==> src/rtl/plot_fifo_scheduler.sv <==
// plot_fifo_scheduler
//   Drains coordinate packets from the mouse-side plot FIFO (512x36 block RAM,
//   read port owned here), bounds-checks each packet, converts (x,y) to a linear
//   video-memory address and writes the 3-bit colour into the single-ported
//   video RAM during cycles the VGA scan-out reader leaves idle.
//
//   Optional feature: define CLEAR_SCREEN_EN to add a full-screen clear
//   (clear_req / clear_color). Without it those inputs are ignored.
//
// Ports
//   CLK, RST       clock, synchronous active-high reset
//   fifo_addr_in   FIFO write pointer (packet side)
//   fifo_dob       FIFO read data {9'b0, colour[22:20], x[19:10], y[9:0]}
//   fifo_addr_out  FIFO read pointer (block RAM ADDRB)
//   res_hor/ver    active width / height used for the bounds check
//   vga_rd_req     scan-out request, always wins the video RAM
//   vga_rd_addr    scan-out address
//   vga_rd_gnt     scan-out grant (mirrors vga_rd_req)
//   vm_addr/we/wdata  video RAM port
//   busy           high whenever the FSM is not IDLE
//   discard_cnt    saturating count of rejected packets
//   clear_req      one-cycle clear request (CLEAR_SCREEN_EN only)
//   clear_color    background colour for the clear
module plot_fifo_scheduler #(
  parameter int FIFO_AW  = 9,
  parameter int VM_AW    = 19,
  parameter int LINE_W   = 640,
  parameter int N_PIXELS = 307200
) (
  input  logic               CLK,
  input  logic               RST,
  input  logic [FIFO_AW-1:0] fifo_addr_in,
  input  logic [31:0]        fifo_dob,
  output logic [FIFO_AW-1:0] fifo_addr_out,
  input  logic [9:0]         res_hor,
  input  logic [9:0]         res_ver,
  input  logic               vga_rd_req,
  input  logic [VM_AW-1:0]   vga_rd_addr,
  output logic               vga_rd_gnt,
  output logic [VM_AW-1:0]   vm_addr,
  output logic               vm_we,
  output logic [2:0]         vm_wdata,
  output logic               busy,
  output logic [7:0]         discard_cnt,
  input  logic               clear_req,
  input  logic [2:0]         clear_color
);

  typedef enum logic [2:0] {
    IDLE  = 3'd0,
    READ  = 3'd1,
    CALC  = 3'd2,
    WRITE = 3'd3
`ifdef CLEAR_SCREEN_EN
    , CLEAR = 3'd4
`endif
  } state_t;

  state_t             r_state, w_next;
  logic [FIFO_AW-1:0] r_rd_ptr;
  logic [31:0]        r_pkt;
  logic [VM_AW-1:0]   r_wr_addr;
  logic [2:0]         r_wr_data;
  logic [7:0]         r_discard;

  logic [9:0]         w_x, w_y;
  logic               w_empty, w_pkt_ok, w_we;
  logic [VM_AW-1:0]   w_lin_addr, w_src_addr;
  logic [2:0]         w_src_data;

`ifdef CLEAR_SCREEN_EN
  logic               r_clr_pend;
  logic [VM_AW-1:0]   r_clr_addr;
  logic [2:0]         r_clr_color;
`else
  logic               w_unused;
  assign w_unused = ^{clear_req, clear_color};
`endif

  assign w_x        = r_pkt[19:10];
  assign w_y        = r_pkt[9:0];
  assign w_empty    = (r_rd_ptr == fifo_addr_in);
  assign w_pkt_ok   = (r_pkt[31:23] == 9'd0) && (w_x < res_hor) && (w_y < res_ver);
  // Product is formed in VM_AW bits; in-range packets never exceed it.
  assign w_lin_addr = ({{(VM_AW-10){1'b0}}, w_y} * VM_AW'(LINE_W)) + VM_AW'(w_x);

  always_comb begin
    w_next     = r_state;
    w_we       = 1'b0;
    w_src_addr = r_wr_addr;
    w_src_data = r_wr_data;
    case (r_state)
      IDLE: begin
`ifdef CLEAR_SCREEN_EN
        if (r_clr_pend)    w_next = CLEAR;
        else
`endif
        if (!w_empty)      w_next = READ;
      end
      // ADDRB was sampled on entry; data is valid by the end of this cycle.
      READ:  w_next = CALC;
      CALC:  w_next = w_pkt_ok ? WRITE : IDLE;
      WRITE: begin
        if (!vga_rd_req) begin
          w_we   = 1'b1;
          w_next = IDLE;
        end
      end
`ifdef CLEAR_SCREEN_EN
      CLEAR: begin
        w_src_addr = r_clr_addr;
        w_src_data = r_clr_color;
        if (!vga_rd_req) begin
          w_we = 1'b1;
          if (r_clr_addr == VM_AW'(N_PIXELS - 1)) w_next = IDLE;
        end
      end
`endif
      default: w_next = IDLE;
    endcase
  end

  // Scan-out always wins; a write only goes out on cycles it leaves idle, and
  // never while reset is asserted so an aborted WRITE leaves memory untouched.
  assign vga_rd_gnt    = vga_rd_req;
  assign vm_addr       = vga_rd_req ? vga_rd_addr : w_src_addr;
  assign vm_we         = w_we & ~RST;
  assign vm_wdata      = w_src_data;
  assign busy          = (r_state != IDLE);
  assign fifo_addr_out = r_rd_ptr;
  assign discard_cnt   = r_discard;

  always_ff @(posedge CLK) begin
    if (RST) begin
      r_state   <= IDLE;
      r_rd_ptr  <= '0;
      r_pkt     <= '0;
      r_wr_addr <= '0;
      r_wr_data <= '0;
      r_discard <= '0;
    end else begin
      r_state <= w_next;
      if (r_state == READ) r_pkt <= fifo_dob;
      if (r_state == CALC) begin
        if (w_pkt_ok) begin
          r_wr_addr <= w_lin_addr;
          r_wr_data <= r_pkt[22:20];
        end else begin
          // Discarded packets still consume their FIFO slot.
          r_rd_ptr <= r_rd_ptr + 1'b1;
          if (r_discard != 8'hFF) r_discard <= r_discard + 8'd1;
        end
      end
      if (r_state == WRITE && w_we) r_rd_ptr <= r_rd_ptr + 1'b1;
    end
  end

`ifdef CLEAR_SCREEN_EN
  always_ff @(posedge CLK) begin
    if (RST) begin
      r_clr_pend  <= 1'b0;
      r_clr_addr  <= '0;
      r_clr_color <= '0;
    end else if (r_state == CLEAR) begin
      // Requests during an active clear are dropped.
      if (w_we) begin
        r_clr_addr <= r_clr_addr + 1'b1;
        if (r_clr_addr == VM_AW'(N_PIXELS - 1)) r_clr_pend <= 1'b0;
      end
    end else begin
      if (clear_req) begin
        r_clr_pend  <= 1'b1;
        r_clr_color <= clear_color;
      end
      if (r_state == IDLE && r_clr_pend) r_clr_addr <= '0;
    end
  end
`endif

endmodule

==> config.mk <==
export PLATFORM = sky130hd
export DESIGN_NAME = plot_fifo_scheduler
export DESIGN_NICKNAME = d
export VERILOG_FILES = /design/src/rtl/plot_fifo_scheduler.sv
export SDC_FILE = /design/constraint.sdc
export NUM_CORES = 1
export LEC_CHECK = 0
export CORE_MARGIN = 2
export CORE_UTILIZATION = 30
export CTS_BUF_LIST = sky130_fd_sc_hd__clkbuf_8
export DETAILED_ROUTE_END_ITERATION = 10
export PLACE_DENSITY = 0.52
export REMOVE_ABC_BUFFERS = 1
export SLEW_MARGIN = 30
export SYNTH_ARGS = -nofsm -noshare
export SYNTH_HDL_FRONTEND = slang
export SYNTH_SLANG_ARGS = --single-unit
==> constraint.sdc <==
create_clock -name CLK -period 3.3 [get_ports CLK]
set_input_delay 0.66 -clock CLK [delete_from_list [all_inputs] [get_ports CLK]]
set_output_delay 0.66 -clock CLK [all_outputs]
set_load 0.1 [all_outputs]
---- Word level (Yosys, flattened, before mapping) ----
Cells that the tools add are included.
word-level totals
  bits in registers ....................... 74
  input port bits ......................... 87
  output and inout port bits .............. 42
cells by class
  add/sub/neg operators ................... 3
  $mul .................................... 1
  $lt $le $gt $ge ......................... 2
  equal/unequal tests ..................... 8
  muxes and demuxes ....................... 10
  bitwise operators ....................... 3
  reductions and logical operators ........ 11
operators by type and width
  kind                                                 number
  2-to-1 mux 9 bit                                     3
  < comparator 10 bit                                  2
  adder 19 x 10 -> 19 bit                              1
  2-to-1 mux 19 bit                                    1
  multiplier 10 x 3 -> 12 bit (second input constant)  1
  one-hot mux 3 bit (4 select lines)                   1
  adder 9 x 1 -> 9 bit (second input constant)         1
  == test 9 bit                                        1
  zero test 9 bit                                      1
  adder 8 x 1 -> 8 bit (second input constant)         1
  != test 8 bit (second input constant)                1
  == test 3 x 2 -> 1 bit (second input constant)       2
  2-to-1 mux 3 bit                                     2
  AND reduction 2 bit                                  3
  != test 2 bit (second input constant)                2
  == test 3 x 1 -> 1 bit (second input constant)       1
  logical AND 1 bit                                    3
  zero test 3 bit                                      1
  AND reduction 3 bit                                  1
  nonzero test 3 bit                                   1
  2-to-1 mux 1 bit                                     2
  2-to-1 mux 2 bit                                     1
  != test 2 x 1 -> 1 bit (second input constant)       1
  NOT 1 bit                                            2
  2 further kinds                                      2

---- Longest topological paths before layout ----
  depth in word-level cells ............... 6
  depth in mapped cells ................... 11
  gate-level depth less buffers ........... 10

---- Worst setup path before layout ----
Ideal clock, no wire load.
  kind .................................... input -> output
  start point ............................. input port vga_rd_req
  end point ............................... output port vm_we
  arrival time ............................ 2976 ps
  required time ........................... 2640 ps
  setup slack ............................. -336 ps
  cell stages on the path ................. 2
  path buffers ............................ 1
  cell sequence ........................... buf_1 nor3_1
on the way
  cells in the longest elaborated chain, start to end .. 3
RTL lines
  what              line  RTL
  start, declared   37    input logic vga_rd_req,
  2-to-1 mux 1 bit  104   if (!vga_rd_req) begin
  2-to-1 mux 1 bit  92    case (r_state)
  AND 1 bit         127   assign vm_we = w_we & ~RST;
  end, declared     41    output logic vm_we,
No other way between the ends.

---- Worst setup path after layout ----
  start point ............................. register r_pkt[1]
  end point ............................... register r_wr_addr[18]
on the way
  cells in the longest elaborated chain, start to end .. 3
  elaborated cells on any way between the ends .. 5
RTL lines
  what                                                                             line  RTL
  start, declared                                                                  61    logic [31:0] r_pkt;
  start signal, assigned                                                           143   if (r_state == READ) r_pkt <= fifo_dob;
  parallel branches: the longest is 3 deep, another holds adder 19 x 10 -> 19 bit  n/a
  end signal, assigned                                                             146   r_wr_addr <= w_lin_addr;
  end, declared                                                                    62    logic [VM_AW-1:0] r_wr_addr;
Several ways; the timed one is not identified.
A chain may end at the register's enable or synchronous reset.

==> results.sh <==
export IMPL_status="completed"
export IMPL_critical_path_class="flop to flop"
export IMPL_synth_async_sr_flop_share_pct=0
export IMPL_finalClockSkew_ns=0.01222
export IMPL_seq_area_frac_synth_pct=33.81
export IMPL_comb_power_share_pct=31.7
export IMPL_design_core_area_mm2=0.01399
export IMPL_vdd_drop_max_mv=0.1508
export IMPL_die_area_mm2=0.01539
export IMPL_ioPinCount=129
export IMPL_cts_path_max_buffers=2
export IMPL_timing_fmax_mhz=351.7
export IMPL_cp_required_ns=3.58
export IMPL_busiest_layer="met2"
export IMPL_drtIter0Drc=126
export IMPL_gp_congestion=0.8482
export IMPL_multi_input_area_mm2=0.002638
export IMPL_synthTopCellsByCount="nand2_1, dfxtp_1, a21oi_1, nor2_1, ha_1"
export IMPL_cts_hold_buffers_added=0
export IMPL_syn_inst=506
export IMPL_maxSlewHeadroom_pct=45.74
export IMPL_dpl_hpwl_um=8437
export IMPL_avgSynthCellArea_um2=8.543
export IMPL_cp_start_kind="flop"
export IMPL_ant_nets=0
export IMPL_power_leakage_nw=2.545
export IMPL_drc=0
export IMPL_cts_root_buf="clkbuf_8"
export IMPL_min_delay_start="r_pkt[29]$_SDFFE_PP0N_"
export IMPL_grt_remaining_overflow=0
export IMPL_h_tree_depth=3
export IMPL_diodes=0
export IMPL_post_route_min_period_ns=2.844
export IMPL_die_w_um=124.0
export IMPL_fin_area_mm2=0.006093
export IMPL_dp_cells=795
export IMPL_wire_per_inst_um=14.04
export IMPL_nets=754
export IMPL_timing_hold_ws_ns=0.4564
export IMPL_synth_warnings=0
export IMPL_setup_viol=0
export IMPL_die_y_um=124.0
export IMPL_met3_usage_pct=4.533
export IMPL_synth_distinct_cells=50
export IMPL_path_clk_slew_ns=0.08
export IMPL_switching_share_pct=34.61
export IMPL_cts_sinks=73
export IMPL_min_period_over_period_pct=86.17
export IMPL_rsz0062_at_grt="false"
export IMPL_synth_area_leaders="dfxtp_1, ha_1, nand2_1, a21oi_1, mux2_2"
export IMPL_postPlaceCellArea_mm2=0.005897
export IMPL_grt_pass1_vias=3811
export IMPL_cp_arrival_ns=3.13
export IMPL_setup_worst_path_end_class="flop"
export IMPL_drt_total_wl_um=11390
export IMPL_stdcell_count=811
export IMPL_synth_main_ff_cell="dfxtp_1"
export IMPL_crit_start="r_pkt[1]$_SDFFE_PP0N_"
export IMPL_hold_viol=0
export IMPL_p_seq_share_pct=39.4
export IMPL_synth_top_cell_area_share_pct=33.81
export IMPL_drive_above_1_share_pct=16.01
export IMPL_rows=43
export IMPL_hp_class="flop to flop"
export IMPL_synth_area_leader_cell="dfxtp_1"
export IMPL_power_switching_uw=863.1
export IMPL_seq_area_mm2=0.001461
export IMPL_final_util_pct=43.56
export IMPL_worstSkewPairLatency_ns=0.37
export IMPL_grt_usage_pct=15.28
export IMPL_fillCellCount=1452
export IMPL_r2r_start="r_pkt[1]$_SDFFE_PP0N_"
export IMPL_cts_setup_buffers=0
export IMPL_met1_usage_pct=19.04
export IMPL_cts_resized=0
export IMPL_met2_usage_pct=24.49
export IMPL_grt_max_degree=79
export IMPL_num_vias=3841
export IMPL_synth_edff_count=0
export IMPL_final_max_slew_violation_count=0
export IMPL_ys_seq_elements=73
export IMPL_syn_area_mm2=0.004323
export IMPL_synth_most_common_cell="nand2_1"
export IMPL_p_int_mw=1.630
export IMPL_p_per_area_mw_per_mm2=409.2
export IMPL_max_cap_violations=0
export IMPL_port_buffers=124
export IMPL_cts_buffers=9
export IMPL_pwr_share_clk_pct=28.9
export IMPL_firstDrtPassIters=4
export IMPL_cts_tree="yes"
export IMPL_synthToLayoutAreaGrowth_pct=40.96
export IMPL_viasPerCell=4.736
export IMPL_antenna_found_initial=0
export IMPL_critPathMaxFanout=5
export IMPL_worst_pin_slew_ns=0.8140
export IMPL_setup_tns_final_ns=0
export IMPL_grt_pass1_wl_um=18060
export IMPL_initial_core_util_pct=30.90
==> registers in the layout (all words and copies together), names as in the netlist <==
register and count:
vm_wdata 3, r_wr_addr 19, r_pkt 32, discard_cnt 8, r_state 2, fifo_addr_out 9
==> cells by family (layout without fill, tap and decap cells) <==
kind of cell | Yosys count | after routing | synth area share (%)
multiplexers | 42 | 42 | 10.36
AO/OA/AOI/OAI | 94 | 94 | 13.75
buffers and inverters | 49 | 174 | 5.239
AND/OR/NAND/NOR | 178 | 178 | 18.76
XOR/XNOR | 29 | 29 | 5.875
flip-flops | 73 | 73 | 33.81
adder cells (fa/ha/maj) | 41 | 41 | 12.21
==> path summary, 6_finish.rpt <==
| kind | cells after the start | to | slack, ns |
|---|---|---|---|
| setup / recovery | 10 | r_wr_addr[18]$_SDFFE_PP0P_ | 0.46 |
| hold reg to reg | 2 | r_pkt[29]$_SDFFE_PP0N_ | 0.46 |
| hold / removal | 2 | r_pkt[29]$_SDFFE_PP0N_ | 0.46 |
| setup reg to reg | 10 | r_wr_addr[18]$_SDFFE_PP0P_ | 0.46 |
==> routing by layer <==
| metal | share of wire, % | routed length, um |
|---|---|---|
| met3 | 6.4 | 728 |
| met2 | 45 | 5136 |
| met5 | 0 | 0 |
| met4 | 2.2 | 253 |
| met1 | 46 | 5269 |
==> power by group through the flow <==
stage	Sequential (mW)	Clock, mW	Combinational, mW
6_report	0.981	0.721	0.791
5_1_grt	0.990	0.784	0.861
3_5_place_dp	1.00	0	0.795
4_1_cts	0.982	0.743	0.800
2_1_floorplan	1.02	0	0.459
3_3_place_gp	1.00	0	0.783
==> layout by cell type, fill, tap and decap left out, types with 11 or more instances in the layout <==
cell type        netlist  routed
a211oi_1              11      11
a21oi_1               50      50
buf_12                 1      23
buf_4                  1      26
clkdlybuf4s50_1        0      81
dfxtp_1               73      73
ha_1                  39      39
inv_1                 27      29
mux2_2                22      22
mux2i_1               20      20
nand2_1               79      79
nor2_1                41      40
xnor2_1               18      18
xor2_1                11      11
==> worst max-delay path: stages, from the launching register on <==
cell      delay, ns
dfxtp_1        0.44
ha_1           0.27
ha_1           0.24
fa_1           0.44
a211oi_1       0.32
nor2_1         0.11
nor2_1         0.21
and4_1         0.25
nand4_1        0.12
xnor2_1        0.16
a211oi_1       0.21
==> metrics by stage <==
step	setup WS, ns	total power [mW]
2_1_floorplan	-0.1183	1.477
3_3_place_gp	0.1425	1.784
3_5_place_dp	0.1236	1.798
4_1_cts	0.4193	2.525
5_1_grt	0.1625	2.635
6_report	0.4563	2.494
==> final cells by class <==
type,count,area share [%]
clock buffers,10,2.259
well taps,180,3.696
flip-flops and latches,73,23.98
multi-input cells,384,43.29
repair buffers,131,24.15
clock inverters,6,0.9651
inverters,27,1.663
No activity file was read; power rests on OpenSTA's default activity.
